--- config.mk ---
export PLATFORM = sky130hd
export DESIGN_NAME = decoder_rr_arbiter
export DESIGN_NICKNAME = d
export VERILOG_FILES = /design/src/rtl/decoder_rr_arbiter_pkg.sv /design/src/rtl/decoder_rr_arbiter_decoders.sv /design/src/rtl/decoder_rr_arbiter.sv
export SDC_FILE = /design/constraint.sdc
export NUM_CORES = 1
export LEC_CHECK = 0
export ABC_AREA = 1
export CAP_MARGIN = 20
export CORE_MARGIN = 2
export CORE_UTILIZATION = 45
export CTS_BUF_LIST = sky130_fd_sc_hd__clkbuf_16
export CTS_CLUSTER_SIZE = 24
export DETAILED_ROUTE_END_ITERATION = 16
export PLACE_DENSITY = 0.81
export REMOVE_ABC_BUFFERS = 1
export SYNTH_ARGS = -nofsm -noshare
export SYNTH_HDL_FRONTEND = slang
export SYNTH_SLANG_ARGS = --single-unit
--- constraint.sdc ---
create_clock -name clk -period 1.8 [get_ports clk]
set_input_delay 0.27 -clock clk [delete_from_list [all_inputs] [get_ports clk]]
set_output_delay 0.27 -clock clk [all_outputs]
set_load 0.01 [all_outputs]
--- src/rtl/decoder_rr_arbiter_pkg.sv ---
`default_nettype none
// ============================================================================
//  Module      : decoder_rr_arbiter_pkg
//  Description : Shared constants and state encoding for the round-robin
//                arbiter that drives the 2-to-4 select decoder.
//  Revision    : 1.0 - initial release
// ============================================================================
package decoder_rr_arbiter_pkg;

    // Number of requesters sharing the decoder
    localparam int unsigned c_nreq             = 4;

    // Default grant length limit before an owner is preempted
    localparam int unsigned c_max_hold_default = 8;

    // Controller state encodings
    localparam logic [1:0] c_st_idle  = 2'd0;
    localparam logic [1:0] c_st_grant = 2'd1;
    localparam logic [1:0] c_st_gap   = 2'd2;

    typedef enum logic [1:0] {
        ST_IDLE  = c_st_idle,
        ST_GRANT = c_st_grant,
        ST_GAP   = c_st_gap
    } state_e;

endpackage
`default_nettype wire

--- src/rtl/decoder_rr_arbiter_decoders.sv ---
`default_nettype none
// ============================================================================
//  Module      : decoders
//  Description : 2-to-4 select decoder with enable. Output is one-hot of sel
//                when en is high, all zeros otherwise.
//  Revision    : 1.0 - initial release
// ============================================================================
module decoders (
    input  logic [1:0] sel,
    input  logic       en,
    output logic [3:0] dec
);

    // Decode the select into a one-hot line, gated by the enable
    always_comb begin
        dec = 4'b0000;
        if (en) begin
            dec = 4'b0001 << sel;
        end
    end

endmodule
`default_nettype wire

--- src/rtl/decoder_rr_arbiter.sv ---
`default_nettype none
// ============================================================================
//  Module      : decoder_rr_arbiter
//  Description : Round-robin arbiter/sequencer for the shared 2-to-4 select
//                decoder. Registers the winner onto sel, holds en while the
//                grant lasts, and inserts one dead cycle between owners.
//  Revision    : 1.0 - initial release
// ============================================================================
module decoder_rr_arbiter
    import decoder_rr_arbiter_pkg::*;
#(
    parameter int unsigned MAX_HOLD = c_max_hold_default,
    parameter int unsigned CNT_W    = 4
) (
    input  logic                clk,
    input  logic                rst,
    input  logic [c_nreq-1:0]   req,
    output logic [1:0]          sel,
    output logic                en,
    output logic [c_nreq-1:0]   gnt,
    output logic                busy,
    output logic                timeout
);

    // Terminal count: an owner still requesting at this count is preempted
    localparam logic [CNT_W-1:0] c_hold_last = CNT_W'(MAX_HOLD - 1);

    state_e             r_state;
    logic [1:0]         r_sel;
    logic               r_en;
    logic               r_busy;
    logic               r_timeout;
    logic [1:0]         r_last;
    logic [CNT_W-1:0]   r_hold_cnt;

    logic               w_any_req;
    logic [1:0]         w_winner;

    // First set request searching upward from last+1 with wrap-around.
    // Iterating from the farthest offset down lets the nearest one win.
    function automatic logic [1:0] f_rr_pick(input logic [c_nreq-1:0] rq,
                                             input logic [1:0]        last);
        logic [1:0] idx;
        f_rr_pick = last;
        for (int k = c_nreq; k >= 1; k--) begin
            idx = last + 2'(k);
            if (rq[idx]) begin
                f_rr_pick = idx;
            end
        end
    endfunction

    // Arbitration result, only consumed from IDLE and GAP
    always_comb begin
        w_any_req = |req;
        w_winner  = f_rr_pick(req, r_last);
    end

    // Controller: grant, hold/preempt, forced gap, back to idle
    always_ff @(posedge clk or posedge rst) begin
        if (rst) begin
            r_state    <= ST_IDLE;
            r_sel      <= 2'd0;
            r_en       <= 1'b0;
            r_busy     <= 1'b0;
            r_timeout  <= 1'b0;
            r_last     <= 2'd3;
            r_hold_cnt <= '0;
        end else begin
            r_timeout <= 1'b0;
            case (r_state)
                ST_IDLE, ST_GAP: begin
                    if (w_any_req) begin
                        r_state    <= ST_GRANT;
                        r_sel      <= w_winner;
                        r_last     <= w_winner;
                        r_en       <= 1'b1;
                        r_busy     <= 1'b1;
                        r_hold_cnt <= '0;
                    end else begin
                        r_state <= ST_IDLE;
                        r_en    <= 1'b0;
                        r_busy  <= 1'b0;
                    end
                end
                ST_GRANT: begin
                    if (!req[r_sel]) begin
                        // Release wins over a coincident preemption
                        r_state <= ST_GAP;
                        r_en    <= 1'b0;
                        r_busy  <= 1'b1;
                    end else if (r_hold_cnt == c_hold_last) begin
                        r_state   <= ST_GAP;
                        r_en      <= 1'b0;
                        r_busy    <= 1'b1;
                        r_timeout <= 1'b1;
                    end else begin
                        r_hold_cnt <= r_hold_cnt + 1'b1;
                    end
                end
                default: begin
                    r_state <= ST_IDLE;
                    r_en    <= 1'b0;
                    r_busy  <= 1'b0;
                end
            endcase
        end
    end

    // Existing select decoder turns sel/en into the one-hot grant
    decoders u_decoders (
        .sel (r_sel),
        .en  (r_en),
        .dec (gnt)
    );

    assign sel     = r_sel;
    assign en      = r_en;
    assign busy    = r_busy;
    assign timeout = r_timeout;

endmodule
`default_nettype wire

==> impl_metrics.py, run 1 <==
metrics = {
    "final_layout": {
        "nNetsFinal": 136,
        "antenna_cells": 0,
        "final_cells": 153,
        "fillCellCount": 143,
        "drive_gt1_share_pct": 20.31,
        "area_growth_pct": 30.71,
    },
    "clock_network": {
        "cts_root_buffer": "clkbuf_16",
        "cts.htree.levels": 1,
        "clk_path_buf_depth": 2,
        "insertion_delay_ns": 0.24,
        "cts_tree": "done",
        "cts_buffers": 3,
        "post_cts_buffers": 0,
        "postCtsHoldBufs": 0,
        "cts.clk_slew.worst_paths_ns": 0.04,
        "clock_sinks": 13,
    },
    "setup_path": {
        "crit_required_ns": 1.53,
        "max_stage_delay_ns": 0.56,
        "crit_fanout": 6,
        "cp-end-kind": "output port",
        "worstSetupPathType": "reg2out",
        "critPathLaunchType": "register",
        "path_cells": "nor3_1 -> clkdlybuf4s50_1",
        "slowest_stage": "clkdlybuf4s50_1",
        "arrival_ns": 1.44,
    },
    "yosys": {
        "synthArstFlopShare_pct": 100.0,
        "yosys_warnings": 0,
        "yosys.area.top_type": "dfrtp_1",
        "synth-seq-cells": 13,
        "synthDistinctLibCells": 21,
        "synth_edf_count": 0,
        "ys_top_cells_by_area": "dfrtp_1 (34%), nand2_1 (16%), nand3_1 (8.6%)",
        "synth_commonest_cells": "nand2_1 (34), nand3_1 (14), dfrtp_1 (11)",
        "syn_inst": 111,
        "synth_area_per_cell_um2": 7.304,
        "yosysMostFrequentCell": "nand2_1",
        "yosysTopAreaCellShare_pct": 33.95,
        "netlist_area_um2": 810.8,
        "synth_ff_type": "dfrtp_1",
        "ys_seq_area_share_pct": 40.43,
    },
    "routing": {
        "wire_per_inst_um": 12.08,
        "antenna_left": 0,
        "wl_mm": 1.849,
        "drc": 0,
        "drtIter0Drc": 14,
        "dr.pass1.iters": 4,
        "via_per_inst": 5.137,
        "vias": 786,
    },
    "placed_design": {
        "gp_congestion": 0.8519,
        "post-dp-hpwl_mm": 1.296,
        "port_buffers": 14,
        "place_inst": 149,
    },
    "floorplanning": {
        "die_h_um": 46.45,
        "start_util_pct": 47.47,
        "core_um2": 1708,
        "row_count": 15,
        "fp.dieW_um": 46.45,
        "ios": 15,
        "fp.dieArea_um2": 2157,
    },
    "sta": {
        "worstMarginPinSlew_ns": 0.4735,
        "hold_violations": 0,
        "slew_violations": 0,
        "clock_skew_ns": 0.0008424,
        "final.setup.tns_ns": 0,
        "slew_headroom_pct": 68.40,
        "rsz0062_at_grt": "no",
        "finalCriticalPeriod_ns": 1.706,
        "min_period_over_period_pct": 94.76,
        "fmax_mhz": 586.3,
        "setup_violations": 0,
    },
    "global_route": {
        "antenna_found_initial": 0,
        "grt_max_degree": 14,
        "grt.overflow.total": 0,
        "grt_first_pass_wirelength_mm": 2.904,
        "grt_util_all_layers_pct": 18.93,
        "grt_pass1_vias": 693,
    },
    "power_and_ir_drop": {
        "ir_drop_v": 0.0009304,
        "pwr_density_cell_nw_per_um2": 1897,
        "p_leak_nw": 0.5658,
    },
    "status": {
        "outcome": "complete, no violations",
    },
    "flow_run": {
        "drv_cap": 0,
    },
    "min_path": {
        "hold_path.class": "in2async",
    },
}
## layer usage
layer	wire (um)	vias to the layer above	GRT usage, %
met3	135	4	2.353
met1	833	362	26.85
met4	25	0	6.857
met2	854	31	29.44
li1	-	389	-
met5	0	-	0
## state kept, by name, indices dropped and copies added (netlist names)
name,count
en,1
r_last,2
sel,2
timeout,1
r_hold_cnt,4
r_state,2
busy,1
## power by group
part | switching (mW) | internal [mW] | total, mW | leakage, nW
clock network | 0.114 | 0.292 | 0.406 | 0.0423
logic | 0.606 | 0.412 | 1.02 | 0.365
registers | 0.151 | 0.435 | 0.586 | 0.159
## logic make-up after synthesis
kind of cell / synth area share (%)
fa+ha+maj: 1.543
xor+xnor: 1.080
buf+inv: 8.644
simple gates: 43.36
flops: 40.43
compound gates: 4.937
## repair_timing
| action | 4_1_cts | 5_1_grt |
|---|---|---|
| pin swaps | 0 | 0 |
| resized for setup | 1 | 4 |
| setup endpoints to repair | 2 | 3 |
## cells in the final DEF, fill, tap and decap left out, drive strengths merged
| master | instances |
|---|---|
| xor2 | 1 |
| nand4 | 1 |
| nor3b | 1 |
| dfstp | 2 |
| inv | 14 |
| o21ai | 5 |
| dfrtp | 11 |
| nand3 | 16 |
| ha | 1 |
| nor2 | 10 |
| dlymetal6s2s | 3 |
| nor3 | 4 |
| a21oi | 3 |
| clkdlybuf4s50 | 11 |
| buf | 1 |
| nand2 | 41 |
| clkbuf | 3 |
## final timing paths
path                       slack [ns]            endpoint                  start  depth (start not counted)
min in group clk                 0.51      en$_DFFE_PP0P_         en$_DFFE_PP0P_                          2
min                              0.35      en$_DFFE_PP0P_                    rst                          2
max reg2reg                      0.39  sel[0]$_DFFE_PP0P_  r_last[0]$_DFFE_PP1P_                          9
max                              0.09              gnt[0]     sel[1]$_DFFE_PP0P_                          2
min reg2reg                      0.51      en$_DFFE_PP0P_         en$_DFFE_PP0P_                          2
max in group asynchronous        1.10  sel[1]$_DFFE_PP0P_                    rst                          2
## area by class of cell
class / instances / area [um2] / area share (%)
Timing Repair Buffer: 15 / 155.1 / 14.64
Tap cell: 25 / 31.28 / 2.952
Multi-Input combinational cell: 83 / 412.9 / 38.96
Inverter: 13 / 51.30 / 4.841
Clock inverter: 1 / 3.754 / 0.3542
Sequential cell: 13 / 330.3 / 31.17
Clock buffer: 3 / 75.07 / 7.084
## worst max-delay path, delay by kind of cell, from the launching register on
| family | cells | cell delay (ns) |
|---|---|---|
| buffers and inverters | 1 | 0.56 |
| DFF | 1 | 0.44 |
| and+or+nand+nor | 1 | 0.19 |
## stage by stage
| step | hold slack, ns | total power, mW | utilization, % | instance area (um2) | worst slack (ns) |
|---|---|---|---|---|---|
| 2_1_floorplan | 0.1455 | 1.240 | - | 792.0 | 0.5354 |
| 3_3_place_gp | 0.4919 | 1.555 | 56.85 | 970.9 | 0.2185 |
| 3_5_place_dp | 0.4982 | 1.586 | 56.85 | 970.9 | 0.1851 |
| 4_1_cts | 0.3693 | 2.015 | 61.54 | 1051 | 0.002387 |
| 5_1_grt | 0.3943 | 2.164 | 62.05 | 1060 | 0.05027 |
| 6_report | 0.3539 | 2.010 | 62.05 | 1060 | 0.09431 |
No activity file was read; power rests on OpenSTA's default activity.
==> run 2, diff against run 1 <==
--- a/config.mk
+++ b/config.mk
@@ -6,7 +6,7 @@
 export NUM_CORES = 1
 export LEC_CHECK = 0
 export ABC_AREA = 1
-export CAP_MARGIN = 20
+export CAP_MARGIN = 30
 export CORE_MARGIN = 2
 export CORE_UTILIZATION = 45
 export CTS_BUF_LIST = sky130_fd_sc_hd__clkbuf_16
==> results of run 2 <==
No change in the layout: final DEF, timing and power equal those of run 1.
